**src/rtl/fft_stage_sequencer.sv**
```systemverilog
// fft_stage_sequencer: address and control sequencer for an in-place radix-2
// FFT. Walks stage_number stages of N/2 butterflies, issues operand reads and
// twiddle indices, and replays the read strobes/addresses as write strobes
// after BF_LATENCY unstalled cycles. Each stage waits for its own writes to
// drain before the next stage reads, so no read overtakes a pending write.
// Optional feature macro: FFT_SEQ_BITREV_EN -- bit-reverse the final-stage
// write addresses so results land in natural order.
module fft_stage_sequencer #(
  parameter int BF_LATENCY = 3,
  parameter int ADDR_W     = 11
) (
  input  logic              clk,
  input  logic              rst_n,
  input  logic              ena_fft,
  input  logic [3:0]        stage_number,
  input  logic [11:0]       max_point_fft,
  input  logic              bf_stall,
  output logic              rd_ena,
  output logic [ADDR_W-1:0] rd_addr_a,
  output logic [ADDR_W-1:0] rd_addr_b,
  output logic [ADDR_W-2:0] tw_addr,
  output logic              wr_ena,
  output logic [ADDR_W-1:0] wr_addr_a,
  output logic [ADDR_W-1:0] wr_addr_b,
  output logic [3:0]        stage_level,
  output logic              busy,
  output logic              ena_mag,
  output logic              cfg_err
);

  typedef enum logic [1:0] {IDLE, ISSUE, DRAIN, DONE} state_t;

  state_t            state;
  logic [3:0]        sn_q;
  logic [3:0]        s_q;
  logic [ADDR_W-1:0] k_q;
  logic [2:0]        drain_q;
  logic              ena_prev;

  logic              rd_ena_q;
  logic [ADDR_W-1:0] rd_a_q;
  logic [ADDR_W-1:0] rd_b_q;
  logic [ADDR_W-2:0] tw_q;

  logic              dl_ena [BF_LATENCY];
  logic [ADDR_W-1:0] dl_a   [BF_LATENCY];
  logic [ADDR_W-1:0] dl_b   [BF_LATENCY];

  logic              rise;
  logic              cfg_ok;
  logic [ADDR_W-1:0] half;
  logic [ADDR_W-1:0] pos;
  logic [ADDR_W-1:0] addr_a_next;
  logic [ADDR_W-2:0] tw_next;
  logic [ADDR_W-1:0] k_last;
  logic [3:0]        s_last;

  assign rise   = ena_fft & ~ena_prev;
  assign cfg_ok = (stage_number >= 4'd1) && (stage_number <= 4'd11) &&
                  (max_point_fft == (12'd1 << stage_number));

  // Butterfly k of stage s: group (k >> s) of span 2^(s+1), offset k mod 2^s.
  assign s_last      = sn_q - 4'd1;
  assign half        = ADDR_W'(1) << s_q;
  assign pos         = k_q & (half - ADDR_W'(1));
  assign addr_a_next = ((k_q >> s_q) << (s_q + 4'd1)) + pos;
  assign tw_next     = (ADDR_W-1)'(pos << (s_last - s_q));
  assign k_last      = (ADDR_W'(1) << s_last) - ADDR_W'(1);

  // Main control FSM: start check, issue walk, per-stage drain, completion pulse.
  always_ff @(posedge clk or negedge rst_n) begin
    if (!rst_n) begin
      state    <= IDLE;
      sn_q     <= '0;
      s_q      <= '0;
      k_q      <= '0;
      drain_q  <= '0;
      // Seeded high so a level already asserted at reset release is not a start.
      ena_prev <= 1'b1;
      rd_ena_q <= 1'b0;
      rd_a_q   <= '0;
      rd_b_q   <= '0;
      tw_q     <= '0;
      busy     <= 1'b0;
      ena_mag  <= 1'b0;
      cfg_err  <= 1'b0;
    end else begin
      ena_prev <= ena_fft;
      cfg_err  <= 1'b0;
      case (state)
        IDLE: begin
          if (rise) begin
            if (cfg_ok) begin
              sn_q  <= stage_number;
              s_q   <= '0;
              k_q   <= '0;
              busy  <= 1'b1;
              state <= ISSUE;
            end else begin
              cfg_err <= 1'b1;
            end
          end
        end
        ISSUE: begin
          if (!bf_stall) begin
            rd_ena_q <= 1'b1;
            rd_a_q   <= addr_a_next;
            rd_b_q   <= addr_a_next + half;
            tw_q     <= tw_next;
            if (k_q == k_last) begin
              k_q     <= '0;
              drain_q <= 3'(BF_LATENCY);
              state   <= DRAIN;
            end else begin
              k_q <= k_q + ADDR_W'(1);
            end
          end
        end
        DRAIN: begin
          if (!bf_stall) begin
            rd_ena_q <= 1'b0;
            rd_a_q   <= '0;
            rd_b_q   <= '0;
            tw_q     <= '0;
            if (drain_q == 3'd1) begin
              drain_q <= '0;
              if (s_q < s_last) begin
                s_q   <= s_q + 4'd1;
                k_q   <= '0;
                state <= ISSUE;
              end else begin
                ena_mag <= 1'b1;
                state   <= DONE;
              end
            end else begin
              drain_q <= drain_q - 3'd1;
            end
          end
        end
        DONE: begin
          ena_mag <= 1'b0;
          busy    <= 1'b0;
          s_q     <= '0;
          state   <= IDLE;
        end
        default: state <= IDLE;
      endcase
    end
  end

  // Read-to-write delay line; frozen whenever the datapath is stalled.
  always_ff @(posedge clk or negedge rst_n) begin
    if (!rst_n) begin
      for (int i = 0; i < BF_LATENCY; i++) begin
        dl_ena[i] <= 1'b0;
        dl_a[i]   <= '0;
        dl_b[i]   <= '0;
      end
    end else if (!bf_stall) begin
      dl_ena[0] <= rd_ena_q;
      dl_a[0]   <= rd_a_q;
      dl_b[0]   <= rd_b_q;
      for (int i = BF_LATENCY - 1; i > 0; i--) begin
        dl_ena[i] <= dl_ena[i-1];
        dl_a[i]   <= dl_a[i-1];
        dl_b[i]   <= dl_b[i-1];
      end
    end
  end

  assign rd_ena      = rd_ena_q & ~bf_stall;
  assign rd_addr_a   = rd_a_q;
  assign rd_addr_b   = rd_b_q;
  assign tw_addr     = tw_q;
  assign wr_ena      = dl_ena[BF_LATENCY-1] & ~bf_stall;
  assign stage_level = s_q;

`ifdef FFT_SEQ_BITREV_EN
  logic rd_last_q;
  logic dl_last [BF_LATENCY];

  function automatic logic [ADDR_W-1:0] bit_rev(input logic [ADDR_W-1:0] a,
                                                input logic [3:0] n);
    logic [ADDR_W-1:0] r;
    r = '0;
    for (int i = 0; i < ADDR_W; i++) begin
      if (i < int'(n)) r[i] = a[int'(n) - 1 - i];
    end
    return r;
  endfunction

  // Final-stage tag travels with each read so writes know when to reorder.
  always_ff @(posedge clk or negedge rst_n) begin
    if (!rst_n) begin
      rd_last_q <= 1'b0;
      for (int i = 0; i < BF_LATENCY; i++) dl_last[i] <= 1'b0;
    end else if (!bf_stall) begin
      rd_last_q  <= (state == ISSUE) && (s_q == s_last);
      dl_last[0] <= rd_last_q;
      for (int i = BF_LATENCY - 1; i > 0; i--) dl_last[i] <= dl_last[i-1];
    end
  end

  assign wr_addr_a = dl_last[BF_LATENCY-1] ? bit_rev(dl_a[BF_LATENCY-1], sn_q)
                                           : dl_a[BF_LATENCY-1];
  assign wr_addr_b = dl_last[BF_LATENCY-1] ? bit_rev(dl_b[BF_LATENCY-1], sn_q)
                                           : dl_b[BF_LATENCY-1];
`else
  assign wr_addr_a = dl_a[BF_LATENCY-1];
  assign wr_addr_b = dl_b[BF_LATENCY-1];
`endif

endmodule

```
**config.mk**
```make
export PLATFORM = sky130hd
export DESIGN_NAME = fft_stage_sequencer
export DESIGN_NICKNAME = d
export VERILOG_FILES = /design/src/rtl/fft_stage_sequencer.sv
export SDC_FILE = /design/constraint.sdc
export NUM_CORES = 1
export LEC_CHECK = 0
export ABC_AREA = 1
export ABC_CLOCK_PERIOD_IN_PS = 5300
export BUFFER_PORTS_ARGS = -buffer_cell sky130_fd_sc_hd__buf_2
export CORE_MARGIN = 5
export CORE_UTILIZATION = 45
export DETAILED_ROUTE_END_ITERATION = 6
export HOLD_SLACK_MARGIN = 0.03
export MAX_ROUTING_LAYER = met4
export PLACE_DENSITY_LB_ADDON = 0.25
export RECOVER_POWER = 25
export SKIP_LAST_GASP = 1
export SYNTH_ARGS = -nofsm -noshare
export SYNTH_HDL_FRONTEND = slang
export SYNTH_SLANG_ARGS = --single-unit
```
**constraint.sdc**
```tcl
create_clock -name clk -period 5.3 [get_ports clk]
set_clock_uncertainty 0.05 [all_clocks]
set_input_delay 0.265 -clock clk [delete_from_list [all_inputs] [get_ports clk]]
set_output_delay 0.265 -clock clk [all_outputs]
set_load 0.01 [all_outputs]
```
==> flow_summary.ini, run 1 <==
[clock_network]
clock_latency_ns = 0.42
numCtsBuffers = 17
h-tree-depth = 4
post_cts_buffers = 0
cts_tree = built
ctsResizeCount = 0
path_clk_slew_ns = 0.06
cts_root_buffer = clkbuf_16
clock_path_buffers = 2
cts.sinks = 130

[worst_setup_path]
rr_endpoint = rd_addr_b[9]
r2r_slack_ns = 0.59
worstSetupStartpointType = register
r2r_start = stage_level[2]
critPathRequiredTime_ns = 5.53
cp-end-kind = register
path_max_fanout = 10
reg2reg_depth = 24
setup.worst_path.class = register to register
cp.arrival_ns = 4.94

[routing]
drtIter0Drc = 619
ant_nets = 0
wirelength_microns = 22600
first_pass_iters = 6
drc = 0
wire_per_inst_microns = 14.2
vias = 8162
via_per_inst = 5.13

[synthesis]
synth_edf_count = 0
ys_ff_latch = 130
synthCells = 1264
syn_nets = 1326
ys_warn_count = 0
synthFlopType = dfrtp_1
syn_area_per_cell_sq_um = 7.02
ys_types = 45
synth-async-reset-ratio_pct = 100
synth_seq_area_share_pct = 36.7
synth_area_sq_um = 8870

[power]
irDropWorstVdd_uv = 201
powerDensity_nw_per_um2 = 296
leakagePower_nw = 5.31

[final_layout]
layout_common_cells = 393 x nand2_1, 155 x inv_1, 129 x dfrtp_1
mostFrequentLayoutCell = nand2_1
layout.cells.non_filler = 1590
areaGrowthSynthToFinish_pct = 11.8
diodes = 0
layout-drive-gt1-share_pct = 12.4
nFillCells = 1915
multi_input_area_sq_um = 4640
nNetsFinal = 1374
register_area_sq_um = 3250

[place]
dp_hpwl_microns = 17000
place_inst = 1556
pre_cts_ws_ns = 0.621
gp_congestion = 0.967
numPortBuffers = 82

[timing]
setup_viol = 0
rsz0062_at_grt = no
drv_slew = 184
finalSetupTns_ns = 0
layout_setup_ws_ns = 0.591
timing_hold_violations_final = 0
slew_headroom_pct = -130
min_period_ns = 4.71
timing.final.crit_share_pct = 88.8
worst_pin_slew_ns = 3.46
max_freq_mhz = 212
fin_hold_ws_ns = 0.0704

[floorplanning]
num_io_pins = 83
dieArea_sq_um = 22600
rows = 51
core_sq_um = 19500
die_h_microns = 150
die_width_microns = 150
initial_utilization_pct = 45.6

[hold_path]
min_from = stage_number[1]
hold_path_depth = 3
hold_path_class = input port to register
min_to = sn_q[1]

[run_status]
outcome = complete, but fails checks
violations = max-capacitance violations, max-slew violations

[grt]
first_global_vias = 7404
grt_util_all_layers_pct = 21.1
grt_pass1_wl_microns = 37300
grt_antenna_before_repair = 0
gr-total-overflow = 0
grt_max_degree = 95

[job]
drv_cap = 2
[worst max-delay path by stage]
stage	start	endpoint	cells past startpoint
6_report	stage_level[2]	rd_addr_b[9]	24
2_1_floorplan	stage_level[0]	rd_addr_b[10]	30
3_5_place_dp	stage_level[0]	rd_addr_b[9]	25
4_1_cts	stage_level[0]	rd_addr_b[9]	25
5_1_grt	stage_level[1]	rd_addr_b[10]	30
3_3_place_gp	stage_level[0]	rd_addr_b[9]	25
[flip-flops by register name (all words and copies together) (netlist names)]
| name | flops |
|---|---|
| ena_mag | 1 |
| state | 2 |
| ena_prev | 1 |
| drain_q | 3 |
| tw_addr | 10 |
| sn_q | 4 |
| dl_b | 22 |
| cfg_err | 1 |
| stage_level | 4 |
| busy | 1 |
| dl_ena | 3 |
| wr_addr_b | 11 |
| rd_addr_b | 11 |
| dl_a | 22 |
| k_q | 11 |
| wr_addr_a | 11 |
| rd_ena_q | 1 |
| rd_addr_a | 11 |
[where the power goes]
group / total (mW) / internal, mW / switching (mW) / leakage [nW]
Combinational: 0.559 / 0.193 / 0.365 / 3.32
Clock: 1.17 / 0.700 / 0.467 / 0.271
Sequential: 1.21 / 1.11 / 0.0963 / 1.72
Total: 2.94 / 2.01 / 0.929 / 5.31
[worst max-delay path, stage by stage (launching register included)]
cell,delay [ns]
dfrtp_1,0.46
inv_1,0.16
nor2_2,0.36
nand3_1,0.13
nand3_1,0.14
nor2_1,0.05
a31oi_1,0.19
o21ai_0,0.15
nor2_1,0.17
ha_1,0.30
a21oi_1,0.22
o21ai_0,0.13
a21oi_1,0.23
nor2_1,0.06
o21ai_0,0.14
nand2_1,0.08
xor2_1,0.18
inv_1,0.09
ha_1,0.34
nand2_1,0.11
nor2_1,0.06
a211oi_1,0.19
nand3_1,0.14
o21ai_0,0.30
o21ai_0,0.14
[cells by family after synthesis]
logic type               count (synthesis)  share of synthesized area [%]
AND/OR/NAND/NOR                        643                           31.2
XOR/XNOR                                34                           3.36
AO/OA/AOI/OAI                          188                           11.5
flip-flops                             130                           36.7
buffers and inverters                  226                           10.9
adder cells (fa/ha/maj)                 42                           6.18
multiplexers                             1                          0.113
[routing by layer]
metal,track usage [%],vias to the layer above,part of all wire (%)
li1,-,4130,-
met1,29.0,3785,47
met2,33.3,216,46
met3,3.34,31,5.0
met4,4.67,0,1.4
met5,-,-,0
[cell type report]
type / count / area share (%)
Clock buffer: 19 / 4.37
Clock inverter: 13 / 1.53
Inverter: 161 / 6.10
Multi-Input combinational cell: 908 / 46.8
Sequential cell: 130 / 32.8
Tap cell: 265 / 3.34
Timing Repair Buffer: 94 / 5.04
[cell usage after synthesis (2+ instances only)]
cell      instances  area, sq um
nand3_2           5         50.1
clkbuf_1         31          116
inv_2             5         18.8
buf_4            23          173
o21ai_0         112          561
a31oi_1           4         25.0
nand3b_1          4         30.0
a211oi_1          2         15.0
inv_1           155          582
nor2_2           10         62.6
nand2_1         393         1480
nand4_1          17          106
nor3_1            8         40.0
o21ai_1           9         45.0
fa_1              3         60.1
o31ai_1           3         22.5
nand3_1         103          515
o211ai_1          7         52.6
a21oi_1          30          150
buf_1             4         15.0
or2_2             3         18.8
nor2_4            5         56.3
dfrtp_1         129         3230
o22ai_1          13         81.3
xor2_1           24          210
nor4_1            5         31.3
xnor2_1          10         87.6
ha_1             39          488
nor2_1           75          282
buf_6             4         45.0
buf_2             2         10.0
nand2_2          14         87.6
[what timing repair did]
item	in CTS	in global routing
endpoints found under the setup margin	0	0
endpoints found under the hold margin	87	0
hold buffers	2	0
[through the flow]
step / total power, mW / util (%) / cell area [sq um]
after floorplan: 1.60 / - / 8870
after global placement: 1.77 / 47.9 / 9330
after detailed placement: 1.78 / 47.9 / 9330
after CTS: 2.96 / 51.0 / 9930
after global routing: 3.09 / 50.9 / 9910
final: 2.94 / 50.9 / 9910
No activity file was read; power rests on OpenSTA's default activity.
==> inputs of run 2 (changes only) <==
CELL_PAD_IN_SITES_DETAIL_PLACEMENT = 1   (was unset)
CELL_PAD_IN_SITES_GLOBAL_PLACEMENT = 2   (was unset)
CORE_UTILIZATION = 34   (was 45)
CTS_CLUSTER_DIAMETER = 120   (was unset)
SKIP_CTS_REPAIR_TIMING = 1   (was unset)
==> flow_summary.ini, run 2 (synthesis results as in run 1) <==
[final_layout]
nFillCells = 3341
stdcell_area_sq_um = 10000
register_area_sq_um = 3250
reg.largest.list = dl_a (22), dl_b (22)
diodes = 0
postLayoutCoreUtil_pct = 38.9
multi_input_area_sq_um = 4650
layout.cells.non_filler = 1665
areaGrowthSynthToFinish_pct = 13.2
layout-drive-gt1-share_pct = 10.9
layout_common_cells = 393 x nand2_1, 154 x inv_1, 129 x dfrtp_1
nNetsFinal = 1379
mostFrequentLayoutCell = nand2_1

[place]
gp_congestion = 0.896
numPortBuffers = 82
pre_cts_ws_ns = 0.463
dp_hpwl_microns = 20500
place_inst = 1631
place_area_sq_um = 9450

[worst_setup_path]
worstSetupStartpointType = register
r2r_slack_ns = 0.54
worst_path_max_delay_cell = dfrtp_1
setup.worst_path.class = register to register
path_max_fanout = 13
path_common_cell = o21ai_0
cp.arrival_ns = 5.01
cp-end-kind = register
critPathRequiredTime_ns = 5.54
max_stage_delay_ns = 0.40

[clock_network]
path_clk_slew_ns = 0.07
clock_path_buffers = 2
cts.sinks = 130
clock_latency_ns = 0.43
h-tree-depth = 4
cts_root_buffer = clkbuf_16
numCtsBuffers = 17
cts_tree = built

[power]
leakagePower_nw = 5.24
p_total_mw = 3.01
powerDensity_nw_per_um2 = 300
irDropWorstVdd_uv = 215

[grt]
gr-total-overflow = 0
grt_util_all_layers_pct = 19.2
grt_max_degree = 95
first_global_vias = 8391
grt_antenna_before_repair = 0
grt_pass1_wl_microns = 44100

[routing]
wirelength_microns = 26700
vias = 8161
wire_per_inst_microns = 16.1
first_pass_iters = 5
drc = 0
via_per_inst = 4.90
ant_nets = 0
drtIter0Drc = 475

[floorplanning]
rows = 59
die_width_microns = 171
core_sq_um = 25800
die_h_microns = 171
dieArea_sq_um = 29400
initial_utilization_pct = 34.3
num_io_pins = 83

[run_status]
outcome = complete, but fails checks
violations = max-capacitance violations, max-slew violations

[timing]
drv_slew = 189
timing.final.crit_share_pct = 89.9
timing_hold_violations_final = 0
setup_viol = 0
worst_pin_slew_ns = 3.70
finalSetupTns_ns = 0
layout_setup_ws_ns = 0.537
max_freq_mhz = 210
slew_headroom_pct = -147
fin_hold_ws_ns = 0.0650
min_period_ns = 4.76
rsz0062_at_grt = yes

[hold_path]
hold_path_class = input port to register

[job]
drv_cap = 2
-- run 2: layout make-up --
cell class / instances / share of cell area, %
Clock inverter: 14 / 1.66
Inverter: 161 / 6.06
Multi-Input combinational cell: 908 / 46.3
Sequential cell: 130 / 32.4
Clock buffer: 18 / 4.37
Timing Repair Buffer: 99 / 5.03
Tap cell: 335 / 4.17
-- run 2: worst max-delay path, delay by kind of cell (launching register included) --
family,cells,cell delay (ns)
xor+xnor,1,0.18
simple gates,10,0.98
compound gates,10,1.76
flops,1,0.40
fa+ha+maj,2,0.71
buf+inv,3,0.57
-- run 2: report_power, final --
part | switching, mW | internal, mW
Sequential | 0.0894 | 1.11
Clock | 0.502 | 0.721
Combinational | 0.393 | 0.194
Total | 0.984 | 2.03
-- run 2: metal layers --
metal | GRT usage, % | up-vias | wire (microns)
li1 | - | 4149 | -
met1 | 26.9 | 3886 | 13400
met2 | 29.7 | 101 | 12100
met3 | 2.28 | 25 | 761
met4 | 4.86 | 0 | 421
met5 | - | - | 0
-- run 2: worst paths after layout --
path / startpoint / end / cells past startpoint
setup reg to reg: stage_level[0] / rd_addr_b[9] / 26
min in group asynchronous: rst_n / wr_addr_b[6] / 2
hold reg to reg: dl_a[24] / dl_a[13] / 2
hold / removal: stage_number[1] / sn_q[1] / 3
setup / recovery: stage_level[0] / rd_addr_b[9] / 26
max in group asynchronous: rst_n / rd_addr_a[5] / 3
==> inputs of run 3 (changes only) <==
ABC_AREA = unset   (was 1)
CORE_UTILIZATION = 39   (was 34)
==> flow_summary.ini, run 3 <==
[synthesis]
ys_top_cells_by_count = 129 x dfrtp_1, 83 x nand2_1, 76 x mux2_2
syn_area_per_cell_sq_um = 9.61
synth_edf_count = 0
synth-async-reset-ratio_pct = 100
netlist.area_leader.share_pct = 36.4
synth_top_area_cell = dfrtp_1
synthCells = 922
syn_nets = 984
ys_types = 91
ys_warn_count = 0
ys_ff_latch = 130
synth_area_sq_um = 8860
synthFlopType = dfrtp_1
synth.most_common_cell = dfrtp_1
ys_top_cells_by_area = dfrtp_1 36%, mux2_2 9.7%, ha_1 5.5%
synth_seq_area_share_pct = 36.7

[place]
place_area_sq_um = 9540
numPortBuffers = 82
pre_cts_ws_ns = 0.142
dp_hpwl_microns = 18500
gp_congestion = 0.878
place_inst = 1252

[routing]
wire_per_inst_microns = 18.9
ant_nets = 0
drtIter0Drc = 487
wirelength_microns = 24300
first_pass_iters = 4
via_per_inst = 5.50
vias = 7086
drc = 0

[timing]
layout_setup_ws_ns = 0.275
finalSetupTns_ns = 0
timing.final.crit_share_pct = 94.8
drv_slew = 147
setup_viol = 0
rsz0062_at_grt = no
worst_pin_slew_ns = 3.95
slew_headroom_pct = -163
max_freq_mhz = 199
timing_hold_violations_final = 0
min_period_ns = 5.03
fin_hold_ws_ns = 0.151

[worst_setup_path]
critPathRequiredTime_ns = 5.56
reg2reg_depth = 23
worstSetupStartpoint = stage_level[0]
cp-end-kind = register
r2r_slack_ns = 0.27
r2r_start = stage_level[0]
setup.worst_path.class = register to register
worstSetupStartpointType = register
path_max_fanout = 32
cp.arrival_ns = 5.29
endpoint = rd_addr_b[10]
rr_endpoint = rd_addr_b[10]

[final_layout]
register_area_sq_um = 3260
areaGrowthSynthToFinish_pct = 14.6
layout-drive-gt1-share_pct = 26.1
stdcell_area_sq_um = 10200
nNetsFinal = 1051
layout_common_cells = 128 x dfrtp_1, 83 x nand2_1, 79 x buf_2
mostFrequentLayoutCell = dfrtp_1
layout.cells.non_filler = 1288
multi_input_area_sq_um = 5080
reg.largest.list = dl_a (22), dl_b (22)
nFillCells = 2546

[floorplanning]
core_sq_um = 22500
initial_utilization_pct = 39.4
die_width_microns = 161
die_h_microns = 161
dieArea_sq_um = 25800
rows = 55
num_io_pins = 83

[grt]
grt_antenna_before_repair = 1
grt_max_degree = 79
gr-total-overflow = 0
first_global_vias = 7332
grt_pass1_wl_microns = 39900
grt_util_all_layers_pct = 19.6

[hold_path]
hold_path_class = input port to register

[clock_network]
cts_root_buffer = clkbuf_16
path_clk_slew_ns = 0.07
numCtsBuffers = 17
h-tree-depth = 4
cts.sinks = 130
cts_tree = built
clock_path_buffers = 2
clock_latency_ns = 0.43

[run_status]
violations = max-capacitance violations, max-slew violations
outcome = complete, but fails checks

[power]
leakagePower_nw = 4.84
powerDensity_nw_per_um2 = 414
irDropWorstVdd_uv = 229

[job]
drv_cap = 2
## run 3: changes by cell type in the layout (fill, tap and decap cells not counted), sizes merged, moves of 11 or more
| cell | before | now |
|---|---|---|
| nand4 | 17 | 6 |
| nor2 | 90 | 66 |
| a22o | 1 | 16 |
| clkbuf | 50 | 20 |
| inv | 167 | 48 |
| nor2b | 0 | 13 |
| nand2 | 408 | 83 |
| xor2 | 24 | 11 |
| buf | 65 | 117 |
| nand3 | 108 | 14 |
| mux2 | 0 | 79 |
| o21ai | 122 | 59 |
| xnor2 | 10 | 34 |
| mux2i | 1 | 24 |
## run 3: worst min path at each step
stage | start | end | slack [ns] | cells after the start
floorplan | rst_n | busy | -0.08 | 0
global placement | rst_n | wr_addr_b[4] | 0.24 | 1
detailed placement | rst_n | wr_addr_b[3] | 0.24 | 1
CTS | rst_n | wr_addr_b[3] | -0.23 | 1
global route | stage_number[1] | sn_q[1] | 0.19 | 3
finish | stage_number[0] | sn_q[0] | 0.15 | 3
## run 3: cell families after synthesis
family                   share of synthesized area [%]
flip-flops                                        36.7
adder cells (fa/ha/maj)                           6.19
AND/OR/NAND/NOR                                   16.5
AO/OA/AOI/OAI                                     16.2
XOR/XNOR                                          4.72
multiplexers                                      13.6
buffers and inverters                             6.14
## run 3: metrics by stage
stage	power, mW	util (%)
after floorplan	2.53	-
after global placement	3.00	42.4
after detailed placement	3.05	42.4
after CTS	4.25	45.0
after global routing	4.49	45.1
final	4.20	45.1
## run 3: power breakdown
group	switching (mW)	internal [mW]
registers	0.153	1.22
logic	0.955	0.701
clock network	0.541	0.628
total	1.65	2.55
## run 3: routing by layer
metal / GRT usage [%] / vias up / wire length [microns]
li1: - / 3436 / -
met3: 2.80 / 24 / 590
met1: 24.5 / 3532 / 11100
met2: 33.2 / 94 / 12200
met4: 5.82 / 0 / 412
met5: - / - / 0
## run 3: layout make-up
class,instances,area share (%)
diodes,1,0.0246
clock buffers,17,4.19
clock inverters,15,1.53
inverters,41,1.52
multi-input cells,677,50.0
flip-flops and latches,130,32.1
well taps,285,3.51
repair buffers,122,7.13
## run 3: worst max-delay path, cell delays in order, from the launching register on
cell and delay (ns):
dfrtp_2 0.41, buf_12 0.20, mux2_2 0.39, a22oi_1 0.18, o211ai_1 0.18, o21ai_1 0.21
mux2i_1 0.12, nor2b_1 0.15, ha_1 0.33, a21oi_1 0.22, a21oi_2 0.11, o21ai_1 0.15
a21boi_0 0.13, o21ai_1 0.17, a21boi_0 0.13, o21a_1 0.19, or3_1 0.33, and2_1 0.19
ha_1 0.19, or2_2 0.27, o22ai_1 0.15, xnor2_1 0.16, xor2_1 0.09, a22o_1 0.19
